### config.mk
export PLATFORM = sky130hd
export DESIGN_NAME = b_muldiv
export DESIGN_NICKNAME = d
export VERILOG_FILES = /design/src/rtl/mips_pkg.sv /design/src/rtl/b_muldiv_signfix.sv /design/src/rtl/b_muldiv.sv
export SDC_FILE = /design/constraint.sdc
export NUM_CORES = 1
export LEC_CHECK = 0
export ABC_AREA = 1
export CAP_MARGIN = 20
export CORE_MARGIN = 3
export CORE_UTILIZATION = 40
export CTS_CLUSTER_DIAMETER = 30
export DETAILED_ROUTE_END_ITERATION = 7
export GPL_TIMING_DRIVEN = 0
export SETUP_SLACK_MARGIN = 0.4
export SLEW_MARGIN = 20
export SYNTH_ARGS = -nofsm -noshare
export SYNTH_HDL_FRONTEND = slang
export SYNTH_SLANG_ARGS = --single-unit
### constraint.sdc
create_clock -name i_b_muldiv_clk -period 6.1 [get_ports i_b_muldiv_clk]
set_input_delay 0.61 -clock i_b_muldiv_clk [delete_from_list [all_inputs] [get_ports i_b_muldiv_clk]]
set_output_delay 0.61 -clock i_b_muldiv_clk [all_outputs]
set_load 0.01 [all_outputs]
### src/rtl/mips_pkg.sv
// ============================================================================
// mips_pkg : shared processor definitions (mul/div op codes and FSM states)
// Revision : 1.0
// ============================================================================
`default_nettype none

package mips_pkg;

  typedef enum logic [2:0] {
    OP_NOP   = 3'd0,
    OP_MULT  = 3'd1,
    OP_MULTU = 3'd2,
    OP_DIV   = 3'd3,
    OP_DIVU  = 3'd4,
    OP_MTHI  = 3'd5,
    OP_MTLO  = 3'd6,
    OP_RSVD  = 3'd7
  } md_op_e;

  typedef enum logic [1:0] {
    MD_IDLE = 2'd0,
    MD_MUL  = 2'd1,
    MD_DIV  = 2'd2,
    MD_FIX  = 2'd3
  } md_state_e;

  function automatic logic md_is_signed(input md_op_e op);
    return (op == OP_MULT) || (op == OP_DIV);
  endfunction

endpackage

`default_nettype wire

### src/rtl/b_muldiv_signfix.sv
// ============================================================================
// b_muldiv_signfix : conditional two's-complement negation (abs in / sign out)
// Revision : 1.0
// ============================================================================
`default_nettype none

module b_muldiv_signfix #(
  parameter int WIDTH = 32
) (
  input  logic [WIDTH-1:0] i_val,
  input  logic             i_neg,
  output logic [WIDTH-1:0] o_val
);

  assign o_val = i_neg ? (~i_val + WIDTH'(1)) : i_val;

endmodule

`default_nettype wire

### src/rtl/b_muldiv.sv
// ============================================================================
// b_muldiv : iterative HI/LO multiply/divide unit (shift-add / restoring)
// Revision : 1.0
// ============================================================================
`default_nettype none

module b_muldiv
  import mips_pkg::*;
#(
  parameter int WIDTH  = 32,
  parameter int DIV_EN = 1
) (
  input  logic             i_b_muldiv_clk,
  input  logic             i_b_muldiv_rst,
  input  logic             i_b_muldiv_start,
  input  logic [2:0]       i_b_muldiv_op,
  input  logic [WIDTH-1:0] i_b_muldiv_rs,
  input  logic [WIDTH-1:0] i_b_muldiv_rt,
  input  logic             i_b_muldiv_flush,
  output logic             o_b_muldiv_busy,
  output logic             o_b_muldiv_done,
  output logic [WIDTH-1:0] o_b_muldiv_hi,
  output logic [WIDTH-1:0] o_b_muldiv_lo
);

  localparam int            CW     = $clog2(WIDTH + 1);
  localparam logic [CW-1:0] C_LAST = CW'(WIDTH - 1);

  md_state_e        state_q, state_d;
  logic [CW-1:0]    cnt_q, cnt_d;
  logic [WIDTH:0]   acc_hi_q, acc_hi_d;
  logic [WIDTH-1:0] acc_lo_q, acc_lo_d;
  logic [WIDTH-1:0] bmag_q, bmag_d;
  logic [WIDTH-1:0] hi_q, hi_d;
  logic [WIDTH-1:0] lo_q, lo_d;
  logic             neg_lo_q, neg_lo_d;
  logic             neg_hi_q, neg_hi_d;
  logic             is_mul_q, is_mul_d;
  logic             div0_q, div0_d;
  logic             done_q, done_d;

  md_op_e           op;
  logic             a_neg, b_neg;
  logic [WIDTH-1:0] a_abs, b_abs;
  logic [WIDTH:0]   mul_sum;
  logic [WIDTH:0]   div_trial;
  logic [2*WIDTH-1:0] prod_fixed;
  logic [WIDTH-1:0] rem_fixed, quot_fixed;

  assign op    = md_op_e'(i_b_muldiv_op);
  assign a_neg = md_is_signed(op) & i_b_muldiv_rs[WIDTH-1];
  assign b_neg = md_is_signed(op) & i_b_muldiv_rt[WIDTH-1];

  b_muldiv_signfix #(.WIDTH(WIDTH)) u_fix_a (
    .i_val (i_b_muldiv_rs),
    .i_neg (a_neg),
    .o_val (a_abs)
  );

  b_muldiv_signfix #(.WIDTH(WIDTH)) u_fix_b (
    .i_val (i_b_muldiv_rt),
    .i_neg (b_neg),
    .o_val (b_abs)
  );

  // Product sign must be applied across the full double-width result.
  b_muldiv_signfix #(.WIDTH(2 * WIDTH)) u_fix_prod (
    .i_val ({acc_hi_q[WIDTH-1:0], acc_lo_q}),
    .i_neg (neg_lo_q),
    .o_val (prod_fixed)
  );

  b_muldiv_signfix #(.WIDTH(WIDTH)) u_fix_rem (
    .i_val (acc_hi_q[WIDTH-1:0]),
    .i_neg (neg_hi_q),
    .o_val (rem_fixed)
  );

  b_muldiv_signfix #(.WIDTH(WIDTH)) u_fix_quot (
    .i_val (acc_lo_q),
    .i_neg (neg_lo_q),
    .o_val (quot_fixed)
  );

  // acc_hi holds the running partial product (MUL) or partial remainder (DIV);
  // acc_lo holds the multiplier / dividend bits being consumed.
  assign mul_sum   = acc_hi_q + ({1'b0, bmag_q} & {(WIDTH + 1){acc_lo_q[0]}});
  assign div_trial = {acc_hi_q[WIDTH-1:0], acc_lo_q[WIDTH-1]} - {1'b0, bmag_q};

  always_comb begin
    state_d  = state_q;
    cnt_d    = cnt_q;
    acc_hi_d = acc_hi_q;
    acc_lo_d = acc_lo_q;
    bmag_d   = bmag_q;
    hi_d     = hi_q;
    lo_d     = lo_q;
    neg_lo_d = neg_lo_q;
    neg_hi_d = neg_hi_q;
    is_mul_d = is_mul_q;
    div0_d   = div0_q;
    done_d   = 1'b0;

    case (state_q)
      MD_IDLE: begin
        if (i_b_muldiv_start) begin
          case (op)
            OP_MULT, OP_MULTU: begin
              state_d  = MD_MUL;
              cnt_d    = '0;
              acc_hi_d = '0;
              acc_lo_d = a_abs;
              bmag_d   = b_abs;
              neg_lo_d = a_neg ^ b_neg;
              neg_hi_d = 1'b0;
              is_mul_d = 1'b1;
              div0_d   = 1'b0;
            end
            OP_DIV, OP_DIVU: begin
              if (DIV_EN != 0) begin
                cnt_d    = '0;
                bmag_d   = b_abs;
                neg_lo_d = a_neg ^ b_neg;
                neg_hi_d = a_neg;
                is_mul_d = 1'b0;
                // Divide-by-zero parks the dividend as the remainder and
                // skips iteration; FIX restores its sign.
                if (b_abs == '0) begin
                  state_d  = MD_FIX;
                  div0_d   = 1'b1;
                  acc_hi_d = {1'b0, a_abs};
                  acc_lo_d = '0;
                end else begin
                  state_d  = MD_DIV;
                  div0_d   = 1'b0;
                  acc_hi_d = '0;
                  acc_lo_d = a_abs;
                end
              end
            end
            OP_MTHI: begin
              hi_d   = i_b_muldiv_rs;
              done_d = 1'b1;
            end
            OP_MTLO: begin
              lo_d   = i_b_muldiv_rs;
              done_d = 1'b1;
            end
            default: ;
          endcase
        end
      end

      MD_MUL: begin
        if (i_b_muldiv_flush) begin
          state_d = MD_IDLE;
        end else begin
          acc_hi_d = {1'b0, mul_sum[WIDTH:1]};
          acc_lo_d = {mul_sum[0], acc_lo_q[WIDTH-1:1]};
          cnt_d    = cnt_q + CW'(1);
          if (cnt_q == C_LAST) begin
            state_d = MD_FIX;
          end
        end
      end

      MD_DIV: begin
        if (i_b_muldiv_flush) begin
          state_d = MD_IDLE;
        end else begin
          if (!div_trial[WIDTH]) begin
            acc_hi_d = {1'b0, div_trial[WIDTH-1:0]};
            acc_lo_d = {acc_lo_q[WIDTH-2:0], 1'b1};
          end else begin
            acc_hi_d = {acc_hi_q[WIDTH-1:0], acc_lo_q[WIDTH-1]};
            acc_lo_d = {acc_lo_q[WIDTH-2:0], 1'b0};
          end
          cnt_d = cnt_q + CW'(1);
          if (cnt_q == C_LAST) begin
            state_d = MD_FIX;
          end
        end
      end

      MD_FIX: begin
        state_d = MD_IDLE;
        if (!i_b_muldiv_flush) begin
          done_d = 1'b1;
          if (is_mul_q) begin
            hi_d = prod_fixed[2*WIDTH-1:WIDTH];
            lo_d = prod_fixed[WIDTH-1:0];
          end else begin
            hi_d = rem_fixed;
            lo_d = div0_q ? '1 : quot_fixed;
          end
        end
      end

      default: state_d = MD_IDLE;
    endcase
  end

  always_ff @(posedge i_b_muldiv_clk) begin
    if (i_b_muldiv_rst) begin
      state_q  <= MD_IDLE;
      cnt_q    <= '0;
      acc_hi_q <= '0;
      acc_lo_q <= '0;
      bmag_q   <= '0;
      hi_q     <= '0;
      lo_q     <= '0;
      neg_lo_q <= 1'b0;
      neg_hi_q <= 1'b0;
      is_mul_q <= 1'b0;
      div0_q   <= 1'b0;
      done_q   <= 1'b0;
    end else begin
      state_q  <= state_d;
      cnt_q    <= cnt_d;
      acc_hi_q <= acc_hi_d;
      acc_lo_q <= acc_lo_d;
      bmag_q   <= bmag_d;
      hi_q     <= hi_d;
      lo_q     <= lo_d;
      neg_lo_q <= neg_lo_d;
      neg_hi_q <= neg_hi_d;
      is_mul_q <= is_mul_d;
      div0_q   <= div0_d;
      done_q   <= done_d;
    end
  end

  assign o_b_muldiv_busy = (state_q != MD_IDLE);
  assign o_b_muldiv_done = done_q;
  assign o_b_muldiv_hi   = hi_q;
  assign o_b_muldiv_lo   = lo_q;

endmodule

`default_nettype wire

Word-level counts from Yosys, hierarchy flattened
Cells that the tools add are included.
- logic and storage cells: 117
- input port bits: 71
- flip-flop bits (word level): 174
- output and inout bits: 66
- bitwise logic cells: 9
- reductions and logical operators: 20
- muxes and demuxes: 48
- add/subtract/negate cells: 8
- eq/ne operators: 20
- operator list (cell ; count):
    $mux W32 ; 18
    $pmux W32 S2 ; 3
    $mux W33 ; 4
    $add A32 B1 Y32 const B ; 4
    $not A32 Y32 ; 4
    $pmux W33 S3 ; 1
    $pmux W32 S3 ; 1
    $pmux W33 S2 ; 1
    $add A64 B1 Y64 const B ; 1
    $mux W64 ; 1
    $not A64 Y64 ; 1
    $add A33 B33 Y33 ; 1
    $and A32 B33 Y33 ; 1
    $sub A33 B32 Y33 ; 1
    $logic_not A32 Y1 ; 1
    $mux W6 ; 3
    $ne A2 B2 Y1 const B ; 6
    $pmux W6 S2 ; 1
    $reduce_and A4 Y1 ; 3
    $eq A3 B3 Y1 const B ; 3
    $reduce_and A3 Y1 ; 3
    $pmux W1 S2 ; 4
    $reduce_bool A2 Y1 ; 4
    $reduce_or A2 Y1 ; 4
    19 further kinds ; 31

Longest topological paths before layout
Gate-level depths: netlist of run 1.
- depth after elaboration: 9
- depth in mapped cells: 25
- gate-level depth less buffers: 23

Hierarchy
From an unflattened synthesis of run 1, not the netlist that was laid out.
- cell total of the unflattened synthesis: 3696
- area, all modules: 20713.6 µm²
- modules (own cells, without submodules) (module ; cells each ; sequential area each (µm²) ; area an instance (µm²) ; instances):
    b_muldiv ; 2290 ; 3483.3 ; 13813.2 ; 1
    b_muldiv_signfix at u_fix_a ... ; 227 ; 0.0 ; 1108.6 ; 4
    b_muldiv_signfix at u_fix_prod ; 498 ; 0.0 ; 2466.1 ; 1

Worst setup path before layout of run 1
No wires, ideal clock.
- path kind: register -> register
- start: register acc_lo_q[31]
- end: register acc_hi_q[6]
- clock period less this slack: 3273 ps
- buffers on the path: 2
- data required time: 6030 ps
- slack: 2827 ps
- arrival time: 3203 ps
- stages on the path, launching flop included: 25
- library setup time: 70 ps
- cell sequence: dfxtp_1 -> inv_1 -> ha_1 -> fa_1 -> inv_1 -> nand3_1 -> nand2_1 -> nand2_1 -> nand2_1 -> nand3_1 -> nand2_1 -> nand3b_1 -> nand2_1 -> a21oi_1 -> o21bai_1 -> ha_1 -> clkbuf_1 -> inv_1 -> clkbuf_1 -> a21oi_1 -> o21ai_0 -> o21ai_0 -> o21ai_0 -> a21oi_1 -> a21oi_1
- word-level cells in the longest chain between the ends: 4
- RTL lines (element ; RTL line ; RTL):
    from (decl) ; b_muldiv.sv:32 ; logic [WIDTH-1:0] acc_lo_q, acc_lo_d;
    from (signal assigned) ; b_muldiv.sv:221 ; acc_lo_q <= acc_lo_d;
    $sub A33 B32 Y33 ; b_muldiv.sv:88 ; assign div_trial = {acc_hi_q[WIDTH-1:0], acc_lo_q[WIDTH-1]} - {1'b0, bmag_q};
    $mux W33 ; b_muldiv.sv:171 ; if (!div_trial[WIDTH]) begin
    $mux W33 ; b_muldiv.sv:168 ; if (i_b_muldiv_flush) begin
    $pmux W33 S3 ; b_muldiv.sv:104 ; case (state_q)
    to (signal assigned) ; b_muldiv.sv:220 ; acc_hi_q <= acc_hi_d;
    to (decl) ; b_muldiv.sv:31 ; logic [WIDTH:0] acc_hi_q, acc_hi_d;
No other way between the ends. The select of a mux whose other input is x is not followed.
A chain may end at the register's enable or synchronous reset.

Worst setup path in the final report of run 1
- start: register acc_lo_q[31]
- end: register acc_hi_q[8]
Same word-level chain as after synthesis.

==> impl_metrics.yaml, run 1 <==
synth:
  syn_area_per_cell_um2: 5.651
  ys_async_sr_fraction_pct: 0
  synth_fp_nets: 3175
  synth-seq-cells: 174
  synth_edf_count: 0
  synth.largest_area_cell: "dfxtp_1"
  synth_cells: 3027
  synth_top_area_share_pct: 20.36
  synthTopCellsByArea: "dfxtp_1 20%, nand2_1 16%, o21ai_0 9.8%"
  yosysWarnings: 0
  seq_area_frac_synth_pct: 20.36
  ys.flop_type: "dfxtp_1"
  ys_types: 48
  synthesis.area_um2: 17110
power:
  p_leak_nw: 8.957
  vdd_drop_max_mv: 0.3010
  powerDensity_nw_per_um2: 522.2
  p_total_w: 0.01032
floorplanning:
  initial_core_util_pct: 40.60
  rows: 75
  fp.dieH_um: 212.8
  ios: 137
  fp.dieW_um: 212.8
  dieArea_um2: 45280
  core_area_um2: 42130
sta:
  max_freq_mhz: 188.4
  tightest_slew_ns: 1.168
  slew_violations: 0
  setup_tns_ns: 0
  rsz0062_at_grt: "false"
  period_needed_ns: 5.307
  setup_viol: 0
  slew_headroom_pct: 22.13
  fin_skew_ns: 0.01677
  fin_crit_sh_pct: 87.00
  hold_violations: 0
placed_design:
  place_area_um2: 19140
  globalplace.congestion: 1.066
  dpl.cell_count: 3702
  port_buffers: 136
  dp_hpwl_um: 71620
grt:
  grt.total_usage_pct: 37.57
  grt_start_max_net_pins: 18
  grt_pass1_wl_um: 126900
  antenna_found_initial: 0
  first_global_vias: 20564
  overflow: 0
setup_path:
  worstSetupPathType: "reg -> reg"
  critPathLaunchType: "flop"
  cp.arrival_ns: 5.73
  rrSetupSlack_ns: 0.79
  rr_worst_depth: 24
  end_kind: "flop"
  path_max_fanout: 10
  r2r_start: "acc_lo_q[31]"
  crit_required_ns: 6.52
  r2r_end: "acc_hi_q[8]"
clock_network:
  cts_root_buf: "clkbuf_16"
  htree_levels: 4
  cts_buffers: 17
  postCtsSetupBuffers: 0
  clock-sinks: 174
  clock_latency_ns: 0.50
  clock_path_buffers: 2
  cts.repair.resized: 0
  cts_tree: "yes"
  cts.reportedPaths.clkPinSlew_ns: 0.08
  cts_hold_buf: 0
min_path:
  min_path_cells: 2
  hold_end: "bmag_q[3]"
  min-delay-start: "bmag_q[3]"
  hold_path.class: "reg -> reg"
finish:
  drive_gt1_share_pct: 2.097
  fillers: 4677
  utilization_pct: 46.88
  design_area_um2: 19750
  nets: 3330
  area_growth_pct: 15.48
  n_antenna_cell: 0
  fin_cells: 3734
run_status:
  run_status: "completed"
route:
  vias: 22250
  drt-initial-drc-count: 2680
  drtAntennaViolNets: 0
  drc: 0
  drt-wirelength-per-cell_um: 23.14
  drt-total-wl_um: 86400
  via_per_inst: 5.959
  drt_pass1_iterations: 8
flow_run:
  cap_violations: 0
[cells in the mapped netlist (all sizes together) (11+ instances only)]
cell type,instances
nand2,735
inv,362
nor2,357
o21ai,340
a21oi,318
nand3,192
dfxtp,174
clkbuf,105
nor3,76
ha,75
nand4,42
a31oi,40
a221oi,32
xor2,29
nand3b,22
buf,20
o211ai,18
or2,12
o21a,11
[registers in the layout, summed over array words and instances, names as in the netlist, 2 cells and up]
signal,cells
o_b_muldiv_hi,32
acc_lo_q,32
acc_hi_q,33
state_q,2
bmag_q,32
o_b_muldiv_lo,32
cnt_q,6
[metal layers]
metal	track usage (%)	up-vias	part of all wire [%]	wire [um]
met5	0	-	0	0
met4	26.77	0	8.2	7128
met3	5.686	308	8.0	6920
met2	61.62	1267	45	39020
met1	45.04	10238	39	33340
li1	-	10437	-	-
[per-stage QoR]
stage / hold slack [ns] / setup WS [ns]
floorplan: 0.4477 / 2.827
global placement: 0.4718 / 1.043
detailed placement: 0.4689 / 1.047
CTS: 0.4807 / 1.014
global route: 0.5105 / 0.5970
finish: 0.4831 / 0.7929
[power by group]
group / leakage, nW / total (W) / internal, W / switching, W
clock network: 0.292 / 0.00119 / 0.000629 / 0.000563
logic: 7.24 / 0.00709 / 0.00202 / 0.00507
registers: 1.42 / 0.00203 / 0.00143 / 0.000601
[worst max-delay path, cell delays in order, from the launching register on]
cell and delay [ns]:
dfxtp_1 0.57, inv_1 0.23, ha_1 0.29, fa_1 0.36
inv_1 0.09, nand3_1 0.07, nand2_1 0.15, nand2_1 0.08
nand2_1 0.18, nand3_1 0.10, nand2_1 0.21, nand3b_1 0.17
nand2_1 0.12, a21oi_1 0.07, o21bai_1 0.21, ha_1 0.27
clkbuf_1 0.31, inv_1 0.26, clkbuf_1 0.55, a21oi_1 0.09
o21ai_0 0.13, o21ai_0 0.12, o21ai_0 0.33, a21oi_1 0.11
a21oi_1 0.17
[cell usage in the layout (no fill, tap or decap), types with 29 or more instances in the layout]
master | netlist | layout
inv_1 | 358 | 358
a221oi_1 | 32 | 32
nand3_1 | 191 | 191
dfxtp_1 | 174 | 174
xor2_1 | 29 | 29
clkdlybuf4s50_1 | 0 | 136
nor2_1 | 351 | 351
nand2_1 | 731 | 731
a31oi_1 | 40 | 40
nand4_1 | 42 | 42
nor3_1 | 76 | 76
o21ai_0 | 336 | 336
clkbuf_1 | 105 | 105
a21oi_1 | 318 | 318
ha_1 | 75 | 75
[final cells by class]
type | count | area [um^2] | area share (%)
clock inverter | 14 | 172.7 | 0.8741
timing repair buffer | 136 | 1361 | 6.891
sequential | 174 | 3483 | 17.63
clock buffer | 18 | 439.2 | 2.223
tap | 539 | 674.4 | 3.414
inverter | 366 | 1374 | 6.955
multi-input combinational | 2362 | 11750 | 59.46
buffer | 125 | 504.2 | 2.553
[worst max path at each step]
stage | start | slack (ns) | depth (start not counted) | to
5_1_grt | acc_lo_q[31] | 0.60 | 24 | acc_hi_q[6]
4_1_cts | acc_lo_q[31] | 1.01 | 24 | acc_hi_q[8]
3_3_place_gp | acc_lo_q[31] | 1.04 | 24 | acc_hi_q[8]
3_5_place_dp | acc_lo_q[31] | 1.05 | 24 | acc_hi_q[8]
2_1_floorplan | acc_lo_q[31] | 2.83 | 24 | acc_hi_q[6]
6_report | acc_lo_q[31] | 0.79 | 24 | acc_hi_q[8]
[logic make-up after synthesis]
group / after synthesis / synth area share, %
simple gates: 1451 / 35.76
compound gates: 796 / 25.23
buf+inv: 491 / 10.98
flops: 174 / 20.36
fa+ha+maj: 77 / 5.720
xor+xnor: 38 / 1.946
No activity file was read; power rests on OpenSTA's default activity.
==> run 2, diff against run 1 <==
HOLD_SLACK_MARGIN = 0.1   (was default)
==> results of run 2 <==
No change in the layout: final DEF, timing and power equal those of run 1.
